[src/rtl/serial_subtractor_pkg.sv]
`default_nettype none
// ============================================================================
// Module      : serial_subtractor_pkg
// Description : Shared FSM state encoding and default operand width.
// Revision    : 1.0 - initial release
// ============================================================================
package serial_subtractor_pkg;

    localparam int c_default_width = 4;

    typedef enum logic [1:0] {
        IDLE  = 2'd0,
        SHIFT = 2'd1,
        DONE  = 2'd2
    } state_t;

endpackage
`default_nettype wire

[src/rtl/serial_subtractor_if.sv]
`default_nettype none
// ============================================================================
// Module      : serial_subtractor_if
// Description : Request/result bundle between a requester and the subtractor.
// Revision    : 1.0 - initial release
// ============================================================================
interface serial_subtractor_if
    import serial_subtractor_pkg::*;
#(
    parameter int WIDTH = c_default_width
) ();

    logic             start;
    logic [WIDTH-1:0] a_in;
    logic [WIDTH-1:0] b_in;
    logic             bin;
    logic             busy;
    logic             done;
    logic [WIDTH-1:0] diff;
    logic             bout;

    modport master (
        output start, a_in, b_in, bin,
        input  busy, done, diff, bout
    );

    modport slave (
        input  start, a_in, b_in, bin,
        output busy, done, diff, bout
    );

endinterface
`default_nettype wire

[src/rtl/serial_subtractor_full_subtractor.sv]
`default_nettype none
// ============================================================================
// Module      : full_subtractor
// Description : One-bit full-subtractor cell (difference and borrow-out).
// Revision    : 1.0 - initial release
// ============================================================================
module full_subtractor (
    input  wire logic x,
    input  wire logic y,
    input  wire logic bi,
    output logic      d,
    output logic      bo
);

    assign d  = x ^ y ^ bi;
    assign bo = (~x & y) | (~x & bi) | (y & bi);

endmodule
`default_nettype wire

[src/rtl/serial_subtractor.sv]
`default_nettype none
// ============================================================================
// Module      : serial_subtractor
// Description : Bit-serial a - b - bin, LSB first, one bit per clock.
// Revision    : 1.0 - initial release
// ============================================================================
module serial_subtractor
    import serial_subtractor_pkg::*;
#(
    parameter int WIDTH = c_default_width
) (
    input  wire logic          clk,
    input  wire logic          rst_n,
    serial_subtractor_if.slave bus
);

    localparam int                 c_cnt_w    = $clog2(WIDTH + 1);
    localparam logic [c_cnt_w-1:0] c_last_bit = c_cnt_w'(WIDTH - 1);
    localparam logic [c_cnt_w-1:0] c_cnt_one  = c_cnt_w'(1);

    state_t             r_state;
    state_t             w_next;
    logic               w_busy;
    logic               w_done;
    logic               w_accept;
    logic               w_last;
    logic [WIDTH-1:0]   r_a;
    logic [WIDTH-1:0]   r_b;
    logic [WIDTH-1:0]   r_diff;
    logic               r_borrow;
    logic               r_bout;
    logic [c_cnt_w-1:0] r_cnt;
    logic               w_d;
    logic               w_bo;

    full_subtractor u_cell (
        .x  (r_a[0]),
        .y  (r_b[0]),
        .bi (r_borrow),
        .d  (w_d),
        .bo (w_bo)
    );

    assign w_last = (r_cnt == c_last_bit);

    always_ff @(posedge clk or negedge rst_n) begin
        if (!rst_n) begin
            r_state <= IDLE;
        end else begin
            r_state <= w_next;
        end
    end

    always_comb begin
        w_next   = r_state;
        w_busy   = 1'b0;
        w_done   = 1'b0;
        w_accept = 1'b0;
        case (r_state)
            IDLE: begin
                if (bus.start) begin
                    w_accept = 1'b1;
                    w_next   = SHIFT;
                end
            end
            SHIFT: begin
                w_busy = 1'b1;
                if (w_last) begin
                    w_next = DONE;
                end
            end
            DONE: begin
                w_busy = 1'b1;
                w_done = 1'b1;
                w_next = IDLE;
            end
            default: w_next = IDLE;
        endcase
    end

    // Difference bits enter at the top of r_a as minuend bits leave the
    // bottom, so after WIDTH shifts r_a holds the full result.
    always_ff @(posedge clk or negedge rst_n) begin
        if (!rst_n) begin
            r_a      <= '0;
            r_b      <= '0;
            r_borrow <= 1'b0;
            r_cnt    <= '0;
            r_diff   <= '0;
            r_bout   <= 1'b0;
        end else if (w_accept) begin
            r_a      <= bus.a_in;
            r_b      <= bus.b_in;
            r_borrow <= bus.bin;
            r_cnt    <= '0;
        end else if (r_state == SHIFT) begin
            r_a      <= {w_d, r_a[WIDTH-1:1]};
            r_b      <= r_b >> 1;
            r_borrow <= w_bo;
            r_cnt    <= r_cnt + c_cnt_one;
            if (w_last) begin
                r_diff <= {w_d, r_a[WIDTH-1:1]};
                r_bout <= w_bo;
            end
        end
    end

    assign bus.busy = w_busy;
    assign bus.done = w_done;
    assign bus.diff = r_diff;
    assign bus.bout = r_bout;

endmodule
`default_nettype wire

[src/flat_wrapper.sv]
// flat-port wrapper written by rule: the top's interface ports become plain ports
module serial_subtractor_flat import serial_subtractor_pkg::*;
#(
    parameter int WIDTH = c_default_width
)
  (clk, rst_n, bus_start, bus_a_in, bus_b_in, bus_bin, bus_busy, bus_done, bus_diff, bus_bout);
  serial_subtractor_if #(.WIDTH(WIDTH)) bus_i ();
  input  wire logic clk;
  input  wire logic rst_n;
  input wire logic [$bits(bus_i.start)-1:0] bus_start;
  input wire logic [$bits(bus_i.a_in)-1:0] bus_a_in;
  input wire logic [$bits(bus_i.b_in)-1:0] bus_b_in;
  input wire logic [$bits(bus_i.bin)-1:0] bus_bin;
  output wire logic [$bits(bus_i.busy)-1:0] bus_busy;
  output wire logic [$bits(bus_i.done)-1:0] bus_done;
  output wire logic [$bits(bus_i.diff)-1:0] bus_diff;
  output wire logic [$bits(bus_i.bout)-1:0] bus_bout;
  assign bus_i.start = bus_start;
  assign bus_i.a_in = bus_a_in;
  assign bus_i.b_in = bus_b_in;
  assign bus_i.bin = bus_bin;
  assign bus_busy = bus_i.busy;
  assign bus_done = bus_i.done;
  assign bus_diff = bus_i.diff;
  assign bus_bout = bus_i.bout;
  serial_subtractor #(.WIDTH(WIDTH)) u_core (.clk(clk), .rst_n(rst_n), .bus(bus_i));
endmodule
[config.mk]
export PLATFORM = sky130hd
export DESIGN_NAME = serial_subtractor_flat
export DESIGN_NICKNAME = d
export VERILOG_FILES = /design/src/rtl/serial_subtractor_pkg.sv /design/src/rtl/serial_subtractor_if.sv /design/src/rtl/serial_subtractor_full_subtractor.sv /design/src/rtl/serial_subtractor.sv /design/src/flat_wrapper.sv
export SDC_FILE = /design/constraint.sdc
export NUM_CORES = 1
export LEC_CHECK = 0
export BUFFER_PORTS_ARGS = -buffer_cell sky130_fd_sc_hd__buf_2
export CAP_MARGIN = 20
export CORE_MARGIN = 5
export CORE_UTILIZATION = 50
export DETAILED_ROUTE_END_ITERATION = 10
export PLACE_DENSITY = 0.73
export SYNTH_ARGS = -nofsm -noshare
export SYNTH_HDL_FRONTEND = slang
export SYNTH_SLANG_ARGS = --single-unit
[constraint.sdc]
create_clock -name clk -period 1.75 [get_ports clk]
set_input_delay 0.175 -clock clk [delete_from_list [all_inputs] [get_ports clk]]
set_output_delay 0.175 -clock clk [all_outputs]
set_load 0.1 [all_outputs]
==> metrics.md, run 1 <==
| Metric | Value |
|---|---|
| Crit end category | primary output |
| Reg2reg path depth | 4 |
| Post-CTS setup buffers | 0 |
| Crit-path slowest cell | buf_2 |
| Initial detailed-routing violation count | 3 |
| Mapped Nets | 103 |
| Worst Tran Pin Value | 0.4910 ns |
| RePlAce Congestion | 0.7088 |
| CTS HTree Levels | 1 |
| Critical Path Start Type | flip-flop |
| Initial antenna violation count | 0 |
| Cells after Synth | 83 |
| R2r endpoint | u_core.bus.diff[1] |
| Synthesized-area fraction occupied by adder cells | 0.1101 |
| TritonCTS buffer count | 3 |
| Maxcap violations | 0 |
| Min-Delay Endpoint | u_core.r_a[3] |
| Ant diodes | 0 |
| Post_cts resized | 0 |
| RSZ-0062 raised after global routing | false |
| Port Buf Inserts | 18 |
| Combinational family with the most area after synthesis | multiplexers |
| Final min period | 1.649 ns |
| Setup Total Neg Slack | 0 ns |
| Post-synthesis sequential area ratio | 0.4866 |
| Die area | 2939 um2 |
| Reg-to-Reg Start | u_core.r_cnt[0] |
| Gr ovfl total | 0 |
| CP cell instances | inv_1 -> ha_1 -> buf_2 |
| Die Wd | 54.21 um |
| Crit path largest cell delay | 0.41 ns |
| Compound-gate portion of the synthesized area | 0.07810 |
| Crit share post-route | 0.9422 |
| Prevailing post-synth register cell | dfrtp_1 |
| Hpwl dp | 1.150 mm |
| First-pass GRT wire length | 2.442 mm |
| CP required | 1.57 ns |
| Critical path launch point | u_core.r_state[0] |
| Routed vias | 629 |
| Layout Nets | 125 |
| Multiplexer area fraction after synthesis | 0.1549 |
| Core area | 1902 um2 |
| Fraction of the mapped netlist area in simple logic gates | 0.08707 |
| Share of layout cells above drive strength 1 | 0.2981 |
| CP arrival | 1.47 ns |
| Status | complete, no violations |
| Synth Area in XOR/XNOR | 0.008963 |
| Vias per cell | 4.802 |
| DRT Pass-1 Iters | 4 |
| Number of synthesized register bits | 19 |
| Max_slew headroom | 0.6749 |
| Combined area of all synthesized cells | 977.2 um2 |
| Root Driver | clkbuf_4 |
| Clock skew | 0.005927 ns |
| Top post-synthesis cells by area | dfrtp_1, ha_1, mux2i_1 |
| Chip height | 54.21 um |
| Final WL | 1.507 mm |
| Class of the worst hold path | in2reg |
| Synth warnings | 0 |
| Overall routing resource usage | 0.1182 |
| Top-count cell post-synth | dfrtp_1 |
| F_max | 606.5 MHz |
| Finish-stage setup viols | 0 |
| DRC viols | 0 |
| CTS tree | built |
| Asr flop ratio synth | 1.000 |
| FF-to-FF setup slack | 0.29 ns |
| Yosys top cell by area | dfrtp_1 |
| Worst skew pair latency | 0.29 ns |
| I/O pin total | 19 |
| Largest net degree at the start of global routing | 22 |
| Vias in the first global route | 580 |
| Post-route ant nets | 0 |
| Avg Inst Size Synth | 11.77 um2 |
| Clk sink count | 19 |
| Final Slew Violations | 0 |
| Share of the synthesized area in the top cell type | 0.4866 |
| Synth unique cells | 20 |
| Commonest cells in the synthesized netlist | dfrtp_1, nand2_1, mux2i_1 |
| Area delta synth->final | 12.42% |
| Worst setup path class | reg2out |
| Startpoint of the worst hold path | bus_a_in[3] |
| Post-synth EDFFs | 0 |
| Hold-fix buffer count after cts | 1 |
| Hold-critical path depth | 3 |
| CP max FO | 4 |
| Clk buf depth | 2 |
| Fin. Hold Viols | 0 |
| Wire per inst | 11.50 um |
| Starting Density | 0.5138 |
| Clock transition at path regs | 0.10 ns |
| # rows | 16 |
per-layer routing:
layer,share of wire,track usage,up-vias
met2,0.46,0.1853,19
met4,0,0.03734,0
met3,0.078,0.04905,0
met5,0,0,-
met1,0.46,0.1476,291
li1,-,-,319
how the worst max path moves through the flow:
stage                               endpoint  slack [ns]
final                               bus_busy        0.10
after global routing                bus_busy        0.01
after CTS                           bus_busy        0.08
after detailed placement  u_core.bus.diff[1]        0.30
after global placement    u_core.bus.diff[1]        0.34
after floorplan                     bus_busy        0.30
logic make-up after synthesis:
group,after synthesis
buffers and inverters,9
adders and majority gates,8
AOI/OAI and AO/OA,14
and+or+nand+nor,18
DFF,19
muxes,14
xor gates and xnor gates,1
metrics by stage:
stage	hold WS (ns)	util	std cells	instance area (um2)	worst slack [ns]
finish	0.08365	0.5776	131	1099	0.1011
global route	0.08058	0.5776	131	1099	0.01166
CTS	0.07100	0.5776	131	1099	0.08366
detailed placement	0.1337	0.5586	126	1062	0.2977
global placement	0.1305	0.5586	126	1062	0.3442
floorplan	-0.1206	-	83	977.2	0.2967
area by class of cell:
class                      instances  area, um2
sequential                        19      475.5
fill                             181      803.3
inverter                           5      18.77
clock buffer                       4      26.28
tap                               27      33.78
timing repair buffer              21      115.1
multi-input combinational         55      429.2
worst max-delay path: cells and delay by family, from the launching register on:
family,cells,cell delay [ns]
buf+inv,2,0.51
flops,1,0.40
fa+ha+maj,1,0.28
registers in the layout, summed over array words and instances (netlist names):
| register | flops |
|---|---|
| u_core.bus.bout | 1 |
| u_core.bus.diff | 4 |
| u_core.r_a | 4 |
| u_core.r_b | 4 |
| u_core.r_borrow | 1 |
| u_core.r_cnt | 3 |
| u_core.r_state | 2 |
placed cells by master, fill, tap and decap left out, types with 2 or more instances in the layout:
| cell type | synthesis | layout |
|---|---|---|
| buf_2 | 0 | 18 |
| buf_4 | 0 | 2 |
| clkbuf_4 | 0 | 3 |
| dfrtp_1 | 19 | 19 |
| ha_1 | 7 | 7 |
| inv_1 | 5 | 5 |
| mux2_2 | 4 | 4 |
| mux2i_1 | 8 | 8 |
| nand2_1 | 12 | 12 |
| nor2_1 | 3 | 3 |
| o21ai_0 | 5 | 5 |
| o21ai_1 | 7 | 7 |
Power of run 1 is not shown: default switching activity piles up to over one toggle a cycle in this logic, so the estimate is an artifact.
==> inputs of run 2 (changes only) <==
==> constraint.sdc (replaced) <==
create_clock -name clk -period 1.7 [get_ports clk]
set_input_delay 0.17 -clock clk [delete_from_list [all_inputs] [get_ports clk]]
set_output_delay 0.17 -clock clk [all_outputs]
set_load 0.1 [all_outputs]
==> run 2 against run 1 <==
  * Critical path depth is the same
  * Sequential cell count is the same
  * Hold slack lost 0.020 ns
  * Sequential share of layout area shrank 0.25 points
  * Critical endpoint unchanged
  * Cell count is the same
  * Clock-buffer cell count shrank 1
  * Highest routed layer is now met4
  * Critical path type unchanged
  * Clock skew grew 0.0049 ns
==> metrics.md, run 2 (synthesis gave the netlist of run 1 again) <==
| Metric | Value |
|---|---|
| Post-DP Area | 1062 um2 (unchanged) |
| Non-Filler Instances | 131 (unchanged) |
| Clock skew | 0.01086 ns (+0.004932 ns) |
| Share of layout cells above drive strength 1 | 0.3173 (+0.01923) |
| Die area | 2939 um2 (unchanged) |
| Global Route met1 Usage | 0.1646 (+0.01708) |
| Vias in the first global route | 628 (+8.3%) |
| Worst skew pair latency | 0.30 ns (about the same) |
| First-pass GRT wire length | 2.635 mm (+7.9%) |
| Startpoint of the worst hold path | bus_b_in[0] |
| Core area | 1902 um2 (unchanged) |
| Hpwl dp | 1.196 mm (+4.0%) |
| Post-route ant nets | 0 (unchanged) |
| Clock transition at path regs | 0.11 ns (about the same) |
| RSZ-0062 raised after global routing | false |
| Setup Total Neg Slack | 0 ns (unchanged) |
| FF-to-FF setup slack | 0.25 ns (-0.04 ns) |
| Crit path largest cell delay | 0.41 ns (about the same) |
| Ant diodes | 0 (unchanged) |
| Crit path max-delay family | buffers and inverters |
| Min-Delay Endpoint | u_core.r_b[0] |
| Wire per inst | 11.89 um (+3.4%) |
| Die Wd | 54.21 um (unchanged) |
| Class of the worst hold path | in2reg |
| CTS tree | built |
| # rows | 16 (unchanged) |
| Final min period | 1.593 ns |
| R2r endpoint | u_core.r_borrow |
| Clk sink count | 19 (unchanged) |
| Gr ovfl total | 0 (unchanged) |
| Worst Path Buf+Inv | 2 (unchanged) |
| Commonest non-fill, non-tap cell in the layout | dfrtp_1 |
| Post-CTS setup buffers | 0 (unchanged) |
| Area delta synth->final | 13.06% |
| DRT Pass-1 Iters | 3 (-1) |
| CP max FO | 4 (unchanged) |
| I/O pin total | 19 (unchanged) |
| Overall routing resource usage | 0.1262 (+0.008001) |
| Layout Nets | 125 (unchanged) |
| Crit-path slowest cell | dfrtp_1 |
| CP cell instances | inv_1 -> ha_1 -> clkbuf_4 |
| Met3 usage | 0.02452 (-0.02452) |
| Fin. Hold Viols | 0 (unchanged) |
| Initial antenna violation count | 0 (unchanged) |
| Critical Path Start Type | flip-flop |
| Placed Cells | 126 (unchanged) |
| RePlAce Congestion | 0.7225 (+1.9%) |
| Met2 usage | 0.1932 (+0.007968) |
| Routed vias | 635 (+0.95%) |
| Chip height | 54.21 um (unchanged) |
| Maxcap violations | 0 (unchanged) |
| Vias per cell | 4.847 (+0.95%) |
| Max_slew headroom | 0.6787 (+0.003775) |
| Status | complete, no violations |
| Final WL | 1.558 mm (+3.4%) |
| Port Buf Inserts | 18 (unchanged) |
| CTS HTree Levels | 1 (unchanged) |
| Clk buf depth | 2 (unchanged) |
| Reg2reg path depth | 5 (+1) |
| Crit share post-route | 0.9370 |
| CP arrival | 1.42 ns (-0.05 ns) |
| Hold-critical path depth | 3 (unchanged) |
| Number of fill cells | 173 (-4.4%) |
| DRC viols | 0 (unchanged) |
| Final Slew Violations | 0 (unchanged) |
| Worst Tran Pin Value | 0.4853 ns (-0.005703 ns) |
| Most frequent cells in the layout | dfrtp_1, buf_2, nand2_1, mux2i_1, o21ai_1 |
| Post-route cell area | 1105 um2 (+0.57%) |
| Reg-to-Reg Start | u_core.r_state[1] |
| Initial detailed-routing violation count | 6 (+3) |
| Largest net degree at the start of global routing | 22 (unchanged) |
| CP required | 1.53 ns (-0.04 ns) |
| Grt peak-use layer | met2 |
| F_max | 627.8 MHz |
| Root Driver | clkbuf_4 |
| Finish-stage setup viols | 0 (unchanged) |
| Hold Worst Slack | 0.06397 ns (-0.01968 ns) |
| Starting Density | 0.5138 (unchanged) |
| TritonCTS buffer count | 3 (unchanged) |
| Crit end category | primary output |
| Worst setup path class | reg2out |
-- run 2: cell count changes in the layout (fill, tap and decap cells not counted), sizes merged --
cell / before / now
clkinv: 0 / 1
buf: 20 / 19
-- run 2: area by class of cell --
cell class / instances / area [um2] / area share
clock inverter: 1 / 5.005 / 0.004530
tap: 27 / 33.78 / 0.03058
inverter: 5 / 18.77 / 0.01699
multi-input combinational: 55 / 431.7 / 0.3907
timing repair buffer: 21 / 117.6 / 0.1065
clock buffer: 3 / 22.52 / 0.02039
sequential: 19 / 475.5 / 0.4304
-- run 2: worst min-delay path: cells and delay by family --
kind	cells	cell delay (ns)
AND/OR/NAND/NOR	1	0.03
buffers and inverters	1	0.07
AO/OA/AOI/OAI	1	0.05
-- run 2: worst max-delay path by stage --
stage,startpoint,to,slack [ns],depth (start not counted)
floorplan,u_core.r_state[0],bus_busy,0.25,2
global placement,u_core.r_state[1],u_core.r_b[0],0.19,5
detailed placement,u_core.r_state[1],u_core.r_borrow,0.11,5
CTS,u_core.r_state[0],bus_busy,0.004,3
global route,u_core.r_state[0],bus_done,0.01,3
finish,u_core.r_state[0],bus_busy,0.11,3
-- run 2: per-layer routing --
layer	vias up	wire length, um
met4	0	7
li1	319	-
met2	15	764
met3	2	94
met1	299	691
met5	-	0
-- run 2: timing repair --
action                                  CTS  global route
hold buffers                              1             0
resized for setup                         0             2
endpoints found under the setup margin    0             3
hold endpoints to repair                 19             0
-- run 2: per-stage QoR --
stage / worst slack [ns] / util
final: 0.1070 / 0.5809
after global routing: 0.01323 / 0.5809
after CTS: 0.004391 / 0.5783
after detailed placement: 0.1115 / 0.5586
after global placement: 0.1872 / 0.5586
after floorplan: 0.2517 / -
Power of run 2 is left out for the same reason.
==> inputs of run 3 (changes only) <==
--- a/config.mk
+++ b/config.mk
@@ -7,8 +7,9 @@
 export LEC_CHECK = 0
 export BUFFER_PORTS_ARGS = -buffer_cell sky130_fd_sc_hd__buf_2
 export CAP_MARGIN = 20
-export CORE_MARGIN = 5
+export CORE_MARGIN = 8
 export CORE_UTILIZATION = 50
+export CTS_BUF_LIST = sky130_fd_sc_hd__clkbuf_8
 export DETAILED_ROUTE_END_ITERATION = 10
 export PLACE_DENSITY = 0.73
 export SYNTH_ARGS = -nofsm -noshare
==> run 3 against run 2 <==
  * Critical path depth is the same
  * Clock-buffer cell count is the same
  * Final area grew 1.1%
  * Clock skew shrank 0.0076 ns
  * Cell count is the same
  * First-iteration DRC count grew 100%
  * Routed wire length grew 8.8%
  * Utilization grew 0.66 points
  * Via count shrank 1.7%
  * Critical endpoint unchanged
==> metrics.md, run 3 (synthesis gave the netlist of run 1 again) <==
| Metric | Value |
|---|---|
| TritonCTS buffer count | 3 (unchanged) |
| Max_slew headroom | 0.6742 (-0.004557) |
| Crit end category | primary output |
| Hpwl dp | 1.281 mm (+7.1%) |
| Root Driver | clkbuf_8 |
| Chip height | 60.21 um (+11%) |
| RePlAce Congestion | 0.7588 (+5.0%) |
| Clock transition at path regs | 0.07 ns (-0.04 ns) |
| Routed vias | 624 (-1.7%) |
| Final min period | 1.625 ns (+0.03166 ns) |
| Commonest non-fill, non-tap cell in the layout | dfrtp_1 |
| Final WL | 1.695 mm (+8.8%) |
| Die area | 3625 um2 (+23%) |
| Wire per inst | 12.94 um (+8.8%) |
| Initial detailed-routing violation count | 12 (+6) |
| Worst setup path class | reg2out |
| CP arrival | 1.45 ns (+0.03 ns) |
| Number of fill cells | 160 (-7.5%) |
| First-pass GRT wire length | 2.718 mm (+3.1%) |
| Critical Path Start Type | flip-flop |
| Largest net degree at the start of global routing | 22 (unchanged) |
| DRC viols | 0 (unchanged) |
| I/O pin total | 19 (unchanged) |
| Maxcap violations | 0 (unchanged) |
| Finish-stage setup viols | 0 (unchanged) |
| Status | complete, no violations |
| Overall routing resource usage | 0.1019 (-0.02433) |
| CP max FO | 4 (unchanged) |
| Vias in the first global route | 638 (+1.6%) |
| Vias per cell | 4.763 (-1.7%) |
| DRT Pass-1 Iters | 3 (unchanged) |
| Clk buf depth | 2 (unchanged) |
| Share of layout cells above drive strength 1 | 0.2981 (-0.01923) |
| Class of the worst hold path | in2reg |
| Starting Density | 0.5138 (unchanged) |
| CTS tree | built |
| F_max | 615.5 MHz (-1.9%) |
| Post-CTS setup buffers | 0 (unchanged) |
| Port Buf Inserts | 18 (unchanged) |
| FF-to-FF setup slack | 0.24 ns (about the same) |
| Die Wd | 60.21 um (+11%) |
| Worst Tran Pin Value | 0.4922 ns (+0.006882 ns) |
| Area delta synth->final | 14.34% |
| Gr ovfl total | 0 (unchanged) |
| Crit share post-route | 0.9557 (+0.01862) |
| # rows | 16 (unchanged) |
| Final Slew Violations | 0 (unchanged) |
| Core area | 1902 um2 (unchanged) |
| CP required | 1.53 ns (about the same) |
| Fin. Hold Viols | 0 (unchanged) |
| Most frequent cells in the layout | dfrtp_1, buf_2, nand2_1, mux2i_1 |
| Setup Total Neg Slack | 0 ns (unchanged) |
| RSZ-0062 raised after global routing | false |
| Ant diodes | 0 (unchanged) |
| Layout Nets | 125 (unchanged) |
| Initial antenna violation count | 0 (unchanged) |
| Worst skew pair latency | 0.26 ns (-0.04 ns) |
| Clk sink count | 19 (unchanged) |
| CTS HTree Levels | 1 (unchanged) |
| Post-route ant nets | 0 (unchanged) |
| Clock skew | 0.003258 ns (-0.007601 ns) |
## run 3: through the flow
stage          worst slack [ns]  cells  utilization  hold WS, ns  cell area (um2)
2_1_floorplan            0.2517     83            -      -0.1256            977.2
3_3_place_gp             0.2940    126       0.5586       0.1262             1062
3_5_place_dp             0.2507    126       0.5586       0.1356             1062
4_1_cts                 0.05692    131       0.5875       0.1127             1117
5_1_grt                 0.01781    131       0.5875       0.1298             1117
6_report                0.07536    131       0.5875       0.1157             1117
## run 3: path summary, 6_finish.rpt
| check | startpoint | to | depth (start not counted) |
|---|---|---|---|
| worst max-delay path | u_core.r_state[0] | bus_busy | 3 |
| worst min-delay path | bus_b_in[1] | u_core.r_b[1] | 3 |
| worst max register to register | u_core.r_state[1] | u_core.r_cnt[2] | 5 |
| worst min register to register | u_core.bus.diff[3] | u_core.bus.diff[3] | 2 |
| max in group asynchronous | rst_n | u_core.bus.bout | 2 |
| min in group asynchronous | rst_n | u_core.r_state[0] | 2 |
## run 3: cell type report
class                      instances  area [um2]  share of cell area
timing repair buffer              21       115.1              0.1030
clock buffer                       3       41.29             0.03695
clock inverter                     1       3.754            0.003359
tap                               27       33.78             0.03024
sequential                        19       475.5              0.4255
inverter                           5       18.77             0.01680
multi-input combinational         55       429.2              0.3841
## run 3: worst max-delay path: stages, from the launching register on
cell and delay [ns]:
dfrtp_1 0.39, inv_1 0.10, ha_1 0.28, buf_2 0.42
## run 3: routing by layer
metal,vias to the layer above,GRT usage,share of wire
met3,5,0.03871,0.061
met1,289,0.1195,0.49
li1,314,-,-
met4,0,0.06122,0.024
met5,-,0,0
met2,16,0.1524,0.42
## run 3: what timing repair did
action	CTS	global route
endpoints found under the hold margin	19	0
resized for setup	0	0
setup endpoints to repair	0	0
hold buffers	1	0
Power of run 3 is left out for the same reason.
